==> src/rtl/ana_pad_switch_seq.sv <==
// ana_pad_switch_seq: break-before-make sequencer for one-hot analog pad switch enables.
// Optional clamp_en output is enabled by defining ANA_SW_CLAMP_EN.
module ana_pad_switch_seq #(
  parameter int CHANNELS      = 4,
  parameter int DEAD_CYCLES   = 4,
  parameter int SETTLE_CYCLES = 16,
  parameter int CNT_W         = 8,
  localparam int SEL_W        = $clog2(CHANNELS)
) (
  input  logic                clk,
  input  logic                rst,
  input  logic                req_valid,
  output logic                req_ready,
  input  logic [SEL_W-1:0]    req_sel,
  input  logic                req_off,
  output logic [CHANNELS-1:0] sw_en,
  output logic [SEL_W-1:0]    cur_sel,
  output logic                settled,
  output logic                busy,
  output logic                err
`ifdef ANA_SW_CLAMP_EN
  , output logic              clamp_en
`endif
);
  localparam int MAX_IV = (DEAD_CYCLES > SETTLE_CYCLES) ? DEAD_CYCLES : SETTLE_CYCLES;
  localparam logic [CNT_W-1:0] DEAD_M1   = CNT_W'(DEAD_CYCLES - 1);
  localparam logic [CNT_W-1:0] SETTLE_M1 = CNT_W'(SETTLE_CYCLES - 1);
  localparam logic [SEL_W:0]   CH_N      = (SEL_W + 1)'(CHANNELS);
  if (CHANNELS < 2 || CHANNELS > 16) begin : g_bad_channels
    $error("CHANNELS must be in 2..16");
  end
  if (DEAD_CYCLES < 1 || SETTLE_CYCLES < 1) begin : g_bad_interval
    $error("DEAD_CYCLES and SETTLE_CYCLES must be >= 1");
  end
  if ((2 ** CNT_W) - 1 < MAX_IV) begin : g_bad_cnt_w
    $error("CNT_W too narrow for DEAD_CYCLES/SETTLE_CYCLES");
  end
  typedef enum logic [1:0] {IDLE, BREAK, MAKE, ON} state_t;
  state_t              r_state, w_state_nx;
  logic [CNT_W-1:0]    r_cnt, w_cnt_nx;
  logic [SEL_W-1:0]    r_sel, w_sel_nx;
  logic                r_off, w_off_nx;
  logic                w_acc, w_oor, w_nop, w_err_nx;
  logic [CHANNELS-1:0] w_dec;
  logic [CHANNELS-1:0] r_sw_en;
  logic                r_settled, r_busy, r_err;
  assign req_ready = (r_state == IDLE) || (r_state == ON);
  assign sw_en     = r_sw_en;
  assign cur_sel   = r_sel;
  assign settled   = r_settled;
  assign busy      = r_busy;
  assign err       = r_err;
  assign w_dec     = {{(CHANNELS-1){1'b0}}, 1'b1} << w_sel_nx;
  always_comb begin
    w_acc      = req_valid && req_ready;
    w_oor      = !req_off && ({1'b0, req_sel} >= CH_N);
    w_nop      = w_oor || (req_off && r_state == IDLE) ||
                 (!req_off && r_state == ON && req_sel == r_sel);
    w_err_nx   = w_acc && w_oor;
    w_state_nx = r_state;
    w_cnt_nx   = r_cnt;
    w_sel_nx   = r_sel;
    w_off_nx   = r_off;
    if (w_acc && !w_nop) begin
      w_state_nx = BREAK;
      w_cnt_nx   = DEAD_M1;
      w_off_nx   = req_off;
      w_sel_nx   = req_off ? r_sel : req_sel;
    end else if (r_state == BREAK) begin
      w_state_nx = (r_cnt != '0) ? BREAK : (r_off ? IDLE : MAKE);
      w_cnt_nx   = (r_cnt != '0) ? r_cnt - 1'b1 : SETTLE_M1;
    end else if (r_state == MAKE) begin
      w_state_nx = (r_cnt != '0) ? MAKE : ON;
      w_cnt_nx   = (r_cnt != '0) ? r_cnt - 1'b1 : r_cnt;
    end
  end
`ifdef ANA_SW_CLAMP_EN
  logic r_clamp;
  assign clamp_en = r_clamp;
`endif
  // Outputs are registered from the next state so they move on the same edge as the state.
  always_ff @(posedge clk) begin
    if (rst) begin
      r_state   <= IDLE;
      r_cnt     <= '0;
      r_sel     <= '0;
      r_off     <= 1'b0;
      r_sw_en   <= '0;
      r_settled <= 1'b0;
      r_busy    <= 1'b0;
      r_err     <= 1'b0;
`ifdef ANA_SW_CLAMP_EN
      r_clamp   <= 1'b1;
`endif
    end else begin
      r_state   <= w_state_nx;
      r_cnt     <= w_cnt_nx;
      r_sel     <= w_sel_nx;
      r_off     <= w_off_nx;
      r_sw_en   <= (w_state_nx == MAKE || w_state_nx == ON) ? w_dec : '0;
      r_settled <= w_state_nx == ON;
      r_busy    <= w_state_nx == BREAK || w_state_nx == MAKE;
      r_err     <= w_err_nx;
`ifdef ANA_SW_CLAMP_EN
      r_clamp   <= w_state_nx == IDLE || w_state_nx == BREAK;
`endif
    end
  end
endmodule

==> config.mk <==
export PLATFORM = sky130hd
export DESIGN_NAME = ana_pad_switch_seq
export DESIGN_NICKNAME = d
export VERILOG_FILES = /design/src/rtl/ana_pad_switch_seq.sv
export SDC_FILE = /design/constraint.sdc
export NUM_CORES = 1
export LEC_CHECK = 0
export ABC_AREA = 1
export CAP_MARGIN = 25
export CORE_ASPECT_RATIO = 1.1
export CORE_MARGIN = 1
export CORE_UTILIZATION = 35
export DETAILED_ROUTE_END_ITERATION = 12
export GPL_TIMING_DRIVEN = 0
export RECOVER_POWER = 25
export SYNTH_ARGS = -nofsm -noshare
export SYNTH_HDL_FRONTEND = slang
export SYNTH_SLANG_ARGS = --single-unit
==> constraint.sdc <==
create_clock -name clk -period 3.2 [get_ports clk]
set_input_delay 0.48 -clock clk [delete_from_list [all_inputs] [get_ports clk]]
set_output_delay 0.48 -clock clk [all_outputs]
set_load 0.005 [all_outputs]
==> results of run 1 <==
[per-layer routing]
| layer | vias to the layer above | global-route usage | wire length (um) |
|---|---|---|---|
| met5 | - | 0 | 0 |
| li1 | 527 | - | - |
| met2 | 18 | 0.2668 | 1073 |
| met4 | 0 | 0.04029 | 18 |
| met1 | 436 | 0.1525 | 913 |
| met3 | 3 | 0.05852 | 91 |
[path summary, 6_finish.rpt]
check	endpoint	slack (ns)
setup reg to reg	sw_en[0]$_SDFF_PP0_	0.96
hold / removal	busy$_SDFF_PP0_	0.48
hold reg to reg	r_cnt[6]$_SDFFE_PP0P_	0.49
setup / recovery	req_ready	0.91
[worst max-delay path, delay by kind of cell (launching register included)]
kind	cells	cell delay, ns
buf+inv	3	0.75
flops	1	0.41
fa+ha+maj	1	0.33
[cell type report]
type	instances	area (sq um)
sequential	19	380.4
buffer	2	11.26
clock buffer	3	22.52
tap	33	41.29
multi-input combinational	111	556.8
fill	314	1565
timing repair buffer	13	130.1
clock inverter	1	7.507
inverter	30	112.6
[cell usage after synthesis (all sizes together)]
cell type	instances
dfxtp	19
nand2	41
inv	30
nand4	1
nor2	26
o21ai	7
ha	7
clkbuf	1
xor2	2
o21bai	1
buf	1
nor3	2
a21oi	7
nand3	15
nand3b	1
conb	1
[through the flow]
stage,util,cells
after floorplan,-,162
after global placement,0.4385,208
after detailed placement,0.4385,208
after CTS,0.4491,212
after global routing,0.4465,212
final,0.4465,212
[cells by family (layout without fill, tap and decap cells)]
logic type | Yosys count | count (layout) | synth area share
and+or+nand+nor | 86 | 86 | 0.3536
buffers and inverters | 32 | 49 | 0.1159
DFF | 19 | 19 | 0.3560
AOI/OAI and AO/OA | 15 | 15 | 0.07260
adders and majority gates | 7 | 7 | 0.08196
xor gates and xnor gates | 2 | 2 | 0.01640
other | 1 | 1 | 0.003510
[flip-flops by register name, indices dropped and copies added, names as in the netlist]
name     flops
busy         1
r_off        1
r_state      2
settled      1
cur_sel      2
sw_en        4
r_cnt        8
[power groups by stage]
stage	combinational, W	clock, W	sequential [W]
2_1_floorplan	0.000567	0	0.000353
3_3_place_gp	0.000734	0	0.000362
3_5_place_dp	0.000750	0	0.000363
4_1_cts	0.000753	0.000138	0.000357
5_1_grt	0.000852	0.000149	0.000366
6_report	0.000742	0.000133	0.000356
[placed cells by master, fill, tap and decap left out, drive strengths merged]
master,Yosys,layout
nand3,15,15
nand2,41,41
nor3,2,2
nand3b,1,1
clkinvlp,0,1
dlygate4sd3,0,4
ha,7,7
clkbuf,1,4
inv,30,30
clkdlybuf4s50,0,9
dfxtp,19,19
nor2,26,26
xor2,2,2
a21oi,7,7
o21ai,7,7
o21bai,1,1
nand4,1,1
buf,1,1
conb,1,1
==> impl_metrics.env, run 1 <==
export IMPL_cts_hold_buf=0
export IMPL_final_setup_worst_slack_ns=0.9099
export IMPL_htreeDepth=1
export IMPL_p_comb_frac=0.603
export IMPL_fp_row_count=20
export IMPL_cts_setup_buffers=0
export IMPL_cts_sinks=19
export IMPL_drcViolationCount=0
export IMPL_dieArea_sq_mm=0.003278
export IMPL_maxSlewViolCount=0
export IMPL_worstSetupPathType="reg2out"
export IMPL_dp_slack_ns=0.8113
export IMPL_clockBufferDepth=2
export IMPL_synthCells=162
export IMPL_path_max_fanout=5
export IMPL_ff2ff_path_depth=13
export IMPL_yosysTopAreaCell="dfxtp_1"
export IMPL_die_h_um=59.95
export IMPL_p_switching_w=0.0005992
export IMPL_worst_path_largest_cell_delay_ns=0.52
export IMPL_grt_pass1_wl_um=3491
export IMPL_ys_seq_elements=19
export IMPL_crit_arrival_ns=1.81
export IMPL_grt_max_degree=13
export IMPL_outcome="finished clean"
export IMPL_vias=984
export IMPL_yosys_top_cells_area="dfxtp_1, nand2_1, inv_1"
export IMPL_cts_root_buffer="clkbuf_4"
export IMPL_die_w_um=54.68
export IMPL_diodes=0
export IMPL_syn_area_sq_mm=0.001069
export IMPL_clk_latency_ns=0.32
export IMPL_end_kind="output pin"
export IMPL_finalCritPeriodShare=0.7157
export IMPL_r2r_start="r_state[1]$_SDFF_PP0_"
export IMPL_wirelength_um=2096
export IMPL_crit_top_cell="inv_1"
export IMPL_drv_cap=0
export IMPL_drive_above_1_share=0.07263
export IMPL_antenna_left=0
export IMPL_p_sw_frac=0.4867
export IMPL_coreArea_sq_mm=0.002828
export IMPL_io_buffer_count=13
export IMPL_clk_pin_slew_ns=0.12
export IMPL_finalHoldViolations=0
export IMPL_antenna_found_initial=0
export IMPL_cp_cell_sequence="inv_1, ha_1, inv_1, clkdlybuf4s50_1"
export IMPL_ir_drop_uv=660.5
export IMPL_detail_route_iter0_violations=19
export IMPL_hold_path_startpoint="rst"
export IMPL_fin_worst_skew_ns=0.009832
export IMPL_synth_top_cell_area_share=0.3560
export IMPL_grt_setup_unrepaired="false"
export IMPL_hold_class="in2reg"
export IMPL_initial_core_util=0.3779
export IMPL_syn_nets=175
export IMPL_gp_congestion=0.8004
export IMPL_via_per_inst=4.642
export IMPL_detail_route_first_pass_iterations=4
export IMPL_fin_area_sq_mm=0.001262
export IMPL_setup_viol=0
export IMPL_critPathSlowestCell="clkdlybuf4s50_1"
export IMPL_seq_area_frac_synth=0.3560
export IMPL_p_leak_nw=0.6114
export IMPL_fin_tns_setup_ns=0
export IMPL_cts_tree="built"
export IMPL_period_needed_ns=2.290
export IMPL_critPathRequiredTime_ns=2.72
export IMPL_clock_power_share=0.108
export IMPL_io_pins=16
export IMPL_grt_pass1_vias=928
export IMPL_ys_warn_count=0
export IMPL_whs_ns=0.4831
export IMPL_fin_nets=193
export IMPL_cp_startpoint="r_state[1]$_SDFF_PP0_"
export IMPL_power_density_mw_per_mm2=975.3
export IMPL_dpl_cell_area_sq_mm=0.001240
export IMPL_p_seq_frac=0.289
export IMPL_track_usage=0.1477
export IMPL_p_int_w=0.0006320
export IMPL_power_total_w=0.001231
export IMPL_area_growth_pct=18.15
export IMPL_timing_fmax_mhz=436.7
export IMPL_detail_route_wl_per_cell_um=9.887
export IMPL_hold_depth=2
export IMPL_dpl_hpwl_um=1693
export IMPL_globalRouteOverflowTotal=0
export IMPL_cts_made_buffers=3
export IMPL_ys_types=22
export IMPL_avgSynthCellArea_sq_um=6.596
export IMPL_cts_resized=0
export IMPL_startpoint_type="flip-flop"
Power figures use the tool's default switching activity.
==> run 2: changes to the inputs <==
==> constraint.sdc (replaced) <==
create_clock -name clk -period 1.95 [get_ports clk]
set_input_delay 0.2925 -clock clk [delete_from_list [all_inputs] [get_ports clk]]
set_output_delay 0.2925 -clock clk [all_outputs]
set_load 0.005 [all_outputs]
==> run 2 against run 1 <==
  * Die area unchanged
  * Critical path depth is 9 higher
  * Clock-buffer cell count unchanged
  * Via count is 5.2% higher
  * Flip-flop and latch count did not move
  * First-iteration DRC count shrank 21%
  * Total power is 95% higher
  * Largest power group unchanged
==> impl_metrics.env, run 2 (synthesis gave the netlist of run 1 again) <==
export IMPL_dpl_cell_area_sq_mm=0.001240
export IMPL_wirelength_um=2432
export IMPL_fin_tns_setup_ns=0
export IMPL_die_w_um=54.68
export IMPL_setup_viol=0
export IMPL_fp_row_count=20
export IMPL_clk_latency_ns=0.32
export IMPL_maxSlewViolCount=0
export IMPL_p_leak_nw=0.6435
export IMPL_io_pins=16
export IMPL_clockBufferDepth=2
export IMPL_path_buf_inv=2
export IMPL_worstSetupPathType="reg2reg"
export IMPL_cts_sinks=19
export IMPL_fin_util=0.5009
export IMPL_finalHoldViolations=0
export IMPL_grt_pass1_vias=930
export IMPL_cp_cell_sequence="inv_4, ha_4, nand2_2, inv_2, nand2_2, o21ai_2, o21ai_2, nor2_4, ha_2, nor2_1, nor2_1, nand3_1, nor2_1"
export IMPL_vias=1035
export IMPL_outcome="finished clean"
export IMPL_grt_met1_usage=0.1572
export IMPL_grt_use_met3=0.05598
export IMPL_post_place_cells=208
export IMPL_grt_pass1_wl_um=3574
export IMPL_track_usage=0.1523
export IMPL_period_needed_ns=1.856
export IMPL_critPathRequiredTime_ns=2.22
export IMPL_critPathSlowestCell="dfxtp_4"
export IMPL_initial_core_util=0.3779
export IMPL_clk_pin_slew_ns=0.12
export IMPL_antenna_left=0
export IMPL_startpoint_type="flip-flop"
export IMPL_grt_max_degree=13
export IMPL_antenna_found_initial=0
export IMPL_finalCritPeriodShare=0.9517
export IMPL_detail_route_wl_per_cell_um=11.11
export IMPL_dieArea_sq_mm=0.003278
export IMPL_timing_fmax_mhz=538.9
export IMPL_cts_root_buffer="clkbuf_4"
export IMPL_crit_family="simple AND/OR/NAND/NOR gates"
export IMPL_path_max_fanout=4
export IMPL_hold_class="in2reg"
export IMPL_power_density_mw_per_mm2=1692
export IMPL_gp_congestion=0.8004
export IMPL_cts_made_buffers=3
export IMPL_end_kind="flip-flop"
export IMPL_crit_top_cell="nor2_1"
export IMPL_via_per_inst=4.726
export IMPL_grt_setup_unrepaired="true"
export IMPL_top_usage_layer="met2"
export IMPL_fin_worst_skew_ns=0.008377
export IMPL_die_h_um=59.95
export IMPL_diodes=0
export IMPL_crit_arrival_ns=2.12
export IMPL_cts_tree="built"
export IMPL_fin_nets=200
export IMPL_finalNonFillerCells=219
export IMPL_detail_route_first_pass_iterations=4
export IMPL_dpl_hpwl_um=1693
export IMPL_final_cell_mix="nand2_1, nor2_1, inv_1"
export IMPL_globalRouteOverflowTotal=0
export IMPL_top_register="r_cnt"
export IMPL_largest_reg_flops=8
export IMPL_use_met2=0.2806
export IMPL_drcViolationCount=0
export IMPL_ir_drop_uv=1243
export IMPL_io_buffer_count=13
export IMPL_area_growth_pct=32.55
export IMPL_coreArea_sq_mm=0.002828
export IMPL_mostFrequentLayoutCell="nand2_1"
export IMPL_detail_route_iter0_violations=15
export IMPL_worst_path_largest_cell_delay_ns=0.38
export IMPL_drive_above_1_share=0.2312
export IMPL_fin_area_sq_mm=0.001416
export IMPL_htreeDepth=1
export IMPL_drv_cap=0
run 2: worst paths after layout:
kind | from | endpoint | slack (ns) | cells after the start
worst max-delay path | r_cnt[0]$_SDFFE_PP0P_ | sw_en[0]$_SDFF_PP0_ | 0.09 | 13
worst min-delay path | rst | busy$_SDFF_PP0_ | 0.30 | 2
worst max register to register | r_cnt[0]$_SDFFE_PP0P_ | sw_en[0]$_SDFF_PP0_ | 0.09 | 13
worst min register to register | r_cnt[5]$_SDFFE_PP0P_ | r_cnt[5]$_SDFFE_PP0P_ | 0.49 | 2
run 2: routing by layer:
metal / part of all wire / vias up / routed length (um)
li1: - / 543 / -
met1: 0.40 / 466 / 973
met2: 0.55 / 22 / 1329
met3: 0.040 / 4 / 98
met4: 0.013 / 0 / 31
met5: 0 / - / 0
run 2: what timing repair did:
action,4_1_cts,5_1_grt
resized for setup,7,24
buffers inserted,0,7
hold buffers,0,0
setup endpoints to repair,5,5
pin swaps,1,9
run 2: worst register-to-register path, stage by stage, from the launching register on:
cell     delay [ns]
dfxtp_4        0.38
inv_4          0.07
ha_4           0.15
nand2_2        0.08
inv_2          0.07
nand2_2        0.08
o21ai_2        0.13
o21ai_2        0.09
nor2_4         0.15
ha_2           0.17
nor2_1         0.04
nor2_1         0.15
nand3_1        0.11
nor2_1         0.12
run 2: cell type report:
type,instances,area [sq um]
fill,293,1411
multi-input combinational,111,641.9
sequential,19,389.1
timing repair buffer,20,185.2
inverter,30,117.6
tap,33,41.29
clock buffer,3,22.52
buffer,2,11.26
clock inverter,1,7.507
run 2: report_power, final:
group	internal [W]	switching, W
Sequential	0.000511	0.0000949
Combinational	0.000652	0.000919
Clock	0.0000785	0.000141
Total	0.00124	0.00115
run 2: per-stage QoR:
stage	hold slack, ns	worst slack [ns]	total power, W
floorplan	0.4538	0.08495	0.001510
global placement	0.4710	-0.2230	0.001798
detailed placement	0.4795	-0.2512	0.001827
CTS	0.2972	0.006994	0.002118
global route	0.3217	-0.05094	0.002625
finish	0.2952	0.09423	0.002396
